--- src/rtl/pipe_fetch_queue_pkg.sv ---
// Shared CPU constants for the fetch/decode pipeline: NOP encoding, default
// fetch-queue depth and the {pc4, ins} entry layout.
package pipe_fetch_queue_pkg;

    localparam int          FQ_DEPTH_DEFAULT = 4;
    localparam logic [31:0] NOP_INS_DEFAULT  = 32'h00000000;  // sll $0,$0,0
    localparam int          FQ_ENTRY_W       = 64;

    typedef struct packed {
        logic [31:0] pc4;
        logic [31:0] ins;
    } fq_entry_t;

    function automatic fq_entry_t fq_pack(input logic [31:0] pc4, input logic [31:0] ins);
        fq_entry_t e;
        e.pc4 = pc4;
        e.ins = ins;
        return e;
    endfunction

endpackage

--- src/rtl/pipe_fetch_queue_fq_ptr_ctrl.sv ---
// Read/write pointer and occupancy control for the fetch queue; handshake
// qualification lives here so the storage array only sees a write strobe.
module fq_ptr_ctrl
    import pipe_fetch_queue_pkg::*;
#(
    parameter int DEPTH = FQ_DEPTH_DEFAULT
) (
    input  logic                       clock,
    input  logic                       reset,
    input  logic                       flush,
    input  logic                       in_valid,
    input  logic                       out_ready,
    output logic                       push,
    output logic [$clog2(DEPTH)-1:0]   wr_ptr,
    output logic [$clog2(DEPTH)-1:0]   rd_ptr,
    output logic [$clog2(DEPTH):0]     count,
    output logic                       in_ready,
    output logic                       out_valid
);

    localparam int CNT_W = $clog2(DEPTH) + 1;
    localparam logic [CNT_W-1:0] FULL_CNT = CNT_W'(DEPTH);

    logic pop;

    // Ready/valid come from registered occupancy only, so a pop cannot make
    // room for a push in the same cycle.
    assign in_ready  = (count != FULL_CNT);
    assign out_valid = (count != '0);
    assign push      = in_valid && in_ready && !flush;
    assign pop       = out_valid && out_ready && !flush;

    always_ff @(posedge clock) begin
        if (reset || flush) begin
            wr_ptr <= '0;
            rd_ptr <= '0;
            count  <= '0;
        end else begin
            if (push) wr_ptr <= wr_ptr + 1'b1;
            if (pop)  rd_ptr <= rd_ptr + 1'b1;
            case ({push, pop})
                2'b10:   count <= count + 1'b1;
                2'b01:   count <= count - 1'b1;
                default: ;
            endcase
        end
    end

endmodule

--- src/rtl/pipe_fetch_queue.sv ---
// Instruction fetch queue decoupling IF from ID: DEPTH-entry FIFO of
// {pc4, ins} pairs with one-cycle latency and flush for redirects.
module pipe_fetch_queue
    import pipe_fetch_queue_pkg::*;
#(
    parameter int          DEPTH   = FQ_DEPTH_DEFAULT,
    parameter logic [31:0] NOP_INS = NOP_INS_DEFAULT
) (
    input  logic                    clock,
    input  logic                    reset,
    input  logic                    in_valid,
    input  logic [31:0]             in_pc4,
    input  logic [31:0]             in_ins,
    output logic                    in_ready,
    input  logic                    out_ready,
    input  logic                    flush,
    output logic                    out_valid,
    output logic [31:0]             out_pc4,
    output logic [31:0]             out_ins,
    output logic [$clog2(DEPTH):0]  count
);

    logic                     push;
    logic [$clog2(DEPTH)-1:0] wr_ptr;
    logic [$clog2(DEPTH)-1:0] rd_ptr;
    fq_entry_t                mem [DEPTH];
    fq_entry_t                head;

    fq_ptr_ctrl #(.DEPTH(DEPTH)) u_ptr_ctrl (
        .clock     (clock),
        .reset     (reset),
        .flush     (flush),
        .in_valid  (in_valid),
        .out_ready (out_ready),
        .push      (push),
        .wr_ptr    (wr_ptr),
        .rd_ptr    (rd_ptr),
        .count     (count),
        .in_ready  (in_ready),
        .out_valid (out_valid)
    );

    // Storage is left unreset; stale entries are masked by out_valid below.
    always_ff @(posedge clock) begin
        if (push) mem[wr_ptr] <= fq_pack(in_pc4, in_ins);
    end

    assign head    = mem[rd_ptr];
    assign out_ins = out_valid ? head.ins : NOP_INS;
    assign out_pc4 = out_valid ? head.pc4 : 32'h0;

endmodule

--- config.mk ---
export PLATFORM = sky130hd
export DESIGN_NAME = pipe_fetch_queue
export DESIGN_NICKNAME = d
export VERILOG_FILES = /design/src/rtl/pipe_fetch_queue_pkg.sv /design/src/rtl/pipe_fetch_queue_fq_ptr_ctrl.sv /design/src/rtl/pipe_fetch_queue.sv
export SDC_FILE = /design/constraint.sdc
export NUM_CORES = 1
export LEC_CHECK = 0
export CORE_AREA = 10 10 162 164
export DETAILED_ROUTE_END_ITERATION = 6
export DIE_AREA = 0 0 172 174
export PLACE_DENSITY_LB_ADDON = 0.05
export SYNTH_ARGS = -nofsm -noshare
export SYNTH_HDL_FRONTEND = slang
export SYNTH_SLANG_ARGS = --single-unit
--- constraint.sdc ---
create_clock -name clock -period 4.1 [get_ports clock]
set_clock_uncertainty 0.15 [all_clocks]
set_input_delay 0.615 -clock clock [delete_from_list [all_inputs] [get_ports clock]]
set_output_delay 0.615 -clock clock [all_outputs]
set_load 0.01 [all_outputs]
==> impl_metrics.yaml, run 1 <==
global_routing:
  grt_pass1_wl_mm: 31.4
  grt_pass1_vias: 5421
  grt_use_total: 0.136
  grt_max_degree: 47
  antenna_found_initial: 1
  gr-total-overflow: 0
worst_setup_path:
  setup.worst_path.start_class: "register"
  rr_worst_depth: 9
  worst_ep_arrival_time_ns: 2.82
  path_max_fanout: 46
  crit_chain: "or3_2 -> buf_4 -> and2_1 -> clkdlybuf4s50_1"
  worstSetupPathType: "register to output pin"
  worstPathRequired_ns: 3.34
  worst-r2r-setup-slack_ns: 1.38
  crit_slowest_cell: "or3_2"
  r2r-start: "u_ptr_ctrl.count[2]"
  worstSetupEndpointType: "output pin"
  max_stage_delay_ns: 0.91
  rr_endpoint: "u_ptr_ctrl.count[2]"
final_layout:
  num-nets-final: 688
  fin_cells: 926
  area_growth_pct: 25.9
  layout-drive-gt1-share: 0.187
  fin_util: 0.557
  fin_area_mm2: 0.0129
floorplanning:
  fp.dieW_um: 172
  ios: 138
  start_util: 0.442
  core_region_area_mm2: 0.0231
  die_area_mm2: 0.0299
  die_h_um: 174
  rows: 56
clocking:
  clockBufferDepth: 3
  cts_buffers: 28
  ctsHtreeMaxLevel: 1
  clk_latency_ns: 0.52
  cts-root-buf: "clkbuf_16"
  holdBufCountCts: 0
  cts_setup_buffers: 0
  cts_tree: "built"
  cts.clk_slew.worst_paths_ns: 0.06
  cts.sinks: 265
  post_cts_resized: 0
logic_synthesis:
  yosys_warnings: 0
  syn-num-nets: 535
  ys_ff_latch: 265
  yosysSeqAreaShare: 0.769
  yosysMostFrequentCell: "edfxtp_1"
  synth_cell_types: 29
  netlist_top_cells_area: "edfxtp_1, mux4_2, and2_1, dfxtp_1, buf_12"
  syn_area_mm2: 0.0102
  synth_edf_count: 256
  synth_top_area_frac: 0.751
  synth_commonest_cells: "edfxtp_1, and2_1, mux4_2, dfxtp_1"
  syn_inst: 460
  syn_area_per_cell_um2: 22.2
  async_reset_ff_frac: 0
  yosysTopAreaCell: "edfxtp_1"
  synth-main-ff-cell: "edfxtp_1"
place:
  pre_cts_slack_ns: 0.959
  place_hpwl_mm: 12.4
  routabilityCongestion: 0.727
  dp_cells: 873
  io_buffers: 137
  placed_area_mm2: 0.0119
job:
  maxCapViolations: 0
route:
  drt_iter0_drc: 283
  dr_wl_met2_mm: 9.98
  wl_met3_mm: 1.39
  avgRoutedWirePerCell_um: 21.9
  drc: 0
  wl_met1_mm: 8.62
  ant_nets: 0
  highest_layer: "met4"
  vias: 4850
  wirelength_mm: 20.3
  routed_via_density: 5.24
  dr.pass1.iters: 4
worst_hold_path:
  min_path_type: "register to register"
  worstHoldStart: "u_ptr_ctrl.rd_ptr[1]"
  hold_depth: 2
  min_to: "u_ptr_ctrl.rd_ptr[1]"
timing:
  worst_pin_slew_ns: 0.898
  hold_viol: 0
  setup_viol: 0
  setup_ws_ns: 0.516
  drv_slew: 0
  fin_setup_tns_ns: 0
  whs_ns: 0.393
  fmax_mhz: 279
  fin_crit_sh: 0.874
  period_minus_slack_ns: 3.58
  maxSlewHeadroom: 0.402
  rsz0062_at_grt: "no"
pwr:
  finalPower_mw: 5.77
  power_density_mw_per_mm2: 448
  ir_drop_mv: 0.253
  p_leak_nw: 4.07
status:
  status: "finished clean"
-- critical path, delay by kind of cell, from the launching register on --
| family | cells | cell delay [ns] |
|---|---|---|
| DFF | 1 | 0.36 |
| buffers and inverters | 2 | 0.85 |
| and+or+nand+nor | 2 | 1.07 |
-- registers in the layout, summed over array words and instances, names as in the netlist, named ones only --
name               flops
u_ptr_ctrl.wr_ptr      2
u_ptr_ctrl.rd_ptr      2
mem                  256
u_ptr_ctrl.count       3
-- placed cells by master (no fill, tap or decap), types with 3 or more instances in the layout --
cell type	count
edfxtp_1	256
clkdlybuf4s50_1	137
and2_1	64
mux4_2	60
clkbuf_16	29
clkinv_1	9
nor2_1	8
buf_12	7
dfxtp_1	7
inv_1	6
clkinv_2	6
ha_1	5
mux4_1	4
and3_4	4
xor2_1	4
bufinv_16	4
a21oi_1	3
clkbuf_1	3
-- layout make-up --
cell class,instances,area (um^2)
tap,290,363
sequential,265,7880
antenna,1,2.50
inverter,6,22.5
fill,1776,10200
clock buffer,32,737
clock inverter,20,191
multi-input combinational,166,2160
timing repair buffer,146,1530
-- power by group --
part | internal (mW) | switching (mW)
combinational | 0.143 | 0.110
sequential | 3.01 | 0.0108
clock | 1.53 | 0.967
total | 4.68 | 1.09
-- per-layer routing --
metal  GRT usage  up-vias
li1            -     2192
met1       0.179     2493
met2       0.221      133
met3      0.0360       32
met4      0.0327        0
met5           0        -
-- kinds of logic (layout without fill, tap and decap cells) --
| group | after synthesis | in the layout | synth area share |
|---|---|---|---|
| flops | 265 | 265 | 0.769 |
| simple gates | 84 | 84 | 0.0498 |
| mux | 64 | 64 | 0.142 |
| buf+inv | 29 | 204 | 0.0219 |
| compound gates | 8 | 8 | 0.00550 |
| fa+ha+maj | 6 | 6 | 0.00807 |
| xor+xnor | 4 | 4 | 0.00342 |
| other cells | 0 | 1 | 0 |
-- worst max-delay path by stage --
stage | start | endpoint | depth (start not counted)
final | u_ptr_ctrl.count[2] | out_pc4[23] | 4
after global routing | u_ptr_ctrl.count[0] | out_pc4[30] | 4
after CTS | u_ptr_ctrl.count[0] | out_pc4[23] | 4
after detailed placement | flush | mem[2][47] | 4
after global placement | flush | mem[3][46] | 4
after floorplan | in_valid | mem[0][0] | 2
Power figures use the tool's default switching activity.
==> inputs of run 2 (changes only) <==
- REMOVE_ABC_BUFFERS: not set -> 1
- clock period: 4.1 -> 4.3 ns (I/O delays scaled with it)
==> impl_metrics.yaml, run 2 (synthesized netlist as in run 1, its figures left out) <==
global_routing:
  grt_max_degree: 55
  gr-total-overflow: 0
  grt_pass1_vias: 5569
  antenna_found_initial: 3
  grt_use_total: 0.142
  grt_pass1_wl_mm: 32.6
worst_setup_path:
  path_max_fanout: 29
  setup.worst_path.start_class: "register"
  worstPathRequired_ns: 3.50
  worstSetupEndpointType: "output pin"
  worstSetupPathType: "register to output pin"
  worst_ep_arrival_time_ns: 2.88
job:
  maxCapViolations: 0
timing:
  rsz0062_at_grt: "no"
  fin_crit_sh: 0.855
  worst_pin_slew_ns: 0.722
  drv_slew: 0
  hold_viol: 0
  fmax_mhz: 272
  setup_viol: 0
  maxSlewHeadroom: 0.519
  period_minus_slack_ns: 3.68
route:
  vias: 4913
  drc: 0
  drt_iter0_drc: 246
  ant_nets: 0
  wirelength_mm: 21.1
  avgRoutedWirePerCell_um: 22.8
  routed_via_density: 5.30
  dr.pass1.iters: 4
clocking:
  cts_tree: "built"
  clockBufferDepth: 3
  clk_latency_ns: 0.53
  cts_setup_buffers: 0
  post_cts_resized: 0
  cts-root-buf: "clkbuf_16"
  ctsHtreeMaxLevel: 1
  holdBufCountCts: 0
  cts.sinks: 265
  cts.clk_slew.worst_paths_ns: 0.06
  cts_buffers: 28
pwr:
  p_leak_nw: 4.03
  pwr-share-comb: 0.045
  finalPower_mw: 5.34
  clock_power_share: 0.416
  power_density_mw_per_mm2: 418
  netSwitchingPower_mw: 1.05
  seqPwrFrac: 0.539
  ir_drop_mv: 0.295
  internal_power_mw: 4.29
  switching_share: 0.197
place:
  dp_cells: 874
  io_buffers: 137
  routabilityCongestion: 0.740
  placed_area_mm2: 0.0119
  place_hpwl_mm: 12.7
final_layout:
  layout_common_cells: "edfxtp_1, clkdlybuf4s50_1, and2_1"
  layout-drive-gt1-share: 0.186
  top_register: "mem"
  num-nets-final: 689
  fin_area_mm2: 0.0128
  reg.largest.list: "mem: 256 flops, u_ptr_ctrl.count: 3 flops"
  fin_util: 0.553
  area_growth_pct: 25.0
  final_common_cell: "edfxtp_1"
  fin_cells: 927
  largest_reg_flops: 256
floorplanning:
  die_h_um: 174
  die_area_mm2: 0.0299
  start_util: 0.442
  ios: 138
  core_region_area_mm2: 0.0231
  fp.dieW_um: 172
  rows: 56
worst_hold_path:
  min_path_type: "register to register"
status:
  status: "finished clean"
## run 2: area by class of cell
cell class,instances,area [um^2]
tap,290,363
inverter,6,22.5
clock inverter,17,111
multi-input combinational,166,2160
sequential,265,7880
fill,1798,10300
clock buffer,34,744
timing repair buffer,147,1510
antenna,2,5.00
## run 2: metrics by stage
step | hold slack, ns | worst slack [ns] | TNS [ns]
floorplan | 0.335 | -0.0495 | -0.938
global placement | 0.353 | 1.11 | 0
detailed placement | 0.357 | 1.10 | 0
CTS | 0.385 | 0.492 | 0
global route | 0.423 | 0.401 | 0
finish | 0.381 | 0.623 | 0
## run 2: power by group through the flow
stage / Sequential (mW) / Combinational (mW) / Clock (mW)
after floorplan: 2.94 / 0.0838 / 0
after global placement: 2.93 / 0.240 / 0
after detailed placement: 2.93 / 0.246 / 0
after CTS: 2.88 / 0.247 / 2.29
after global routing: 2.88 / 0.261 / 2.40
final: 2.88 / 0.240 / 2.22
## run 2: final timing paths
kind                                      startpoint                    to  slack [ns]  cells past startpoint
worst min register to register  u_ptr_ctrl.rd_ptr[1]  u_ptr_ctrl.rd_ptr[1]        0.38                      2
worst min-delay path            u_ptr_ctrl.rd_ptr[1]  u_ptr_ctrl.rd_ptr[1]        0.38                      2
worst max register to register   u_ptr_ctrl.count[2]   u_ptr_ctrl.count[2]        1.64                      9
worst max-delay path                        register            out_pc4[1]        0.62                      4
## run 2: metal layers
layer  GRT usage  up-vias  routed length [um]
met1       0.173     2546                8450
li1            -     2179                   -
met2       0.241      144               10700
met3      0.0372       42                1410
met5           0        -                  12
met4      0.0406        2                 573
## run 2: critical path, stage by stage, from the launching register on
cell             delay, ns
dfxtp_4               0.75
buf_4                 0.37
mux4_2                0.55
and2_1                0.17
clkdlybuf4s50_1       0.50
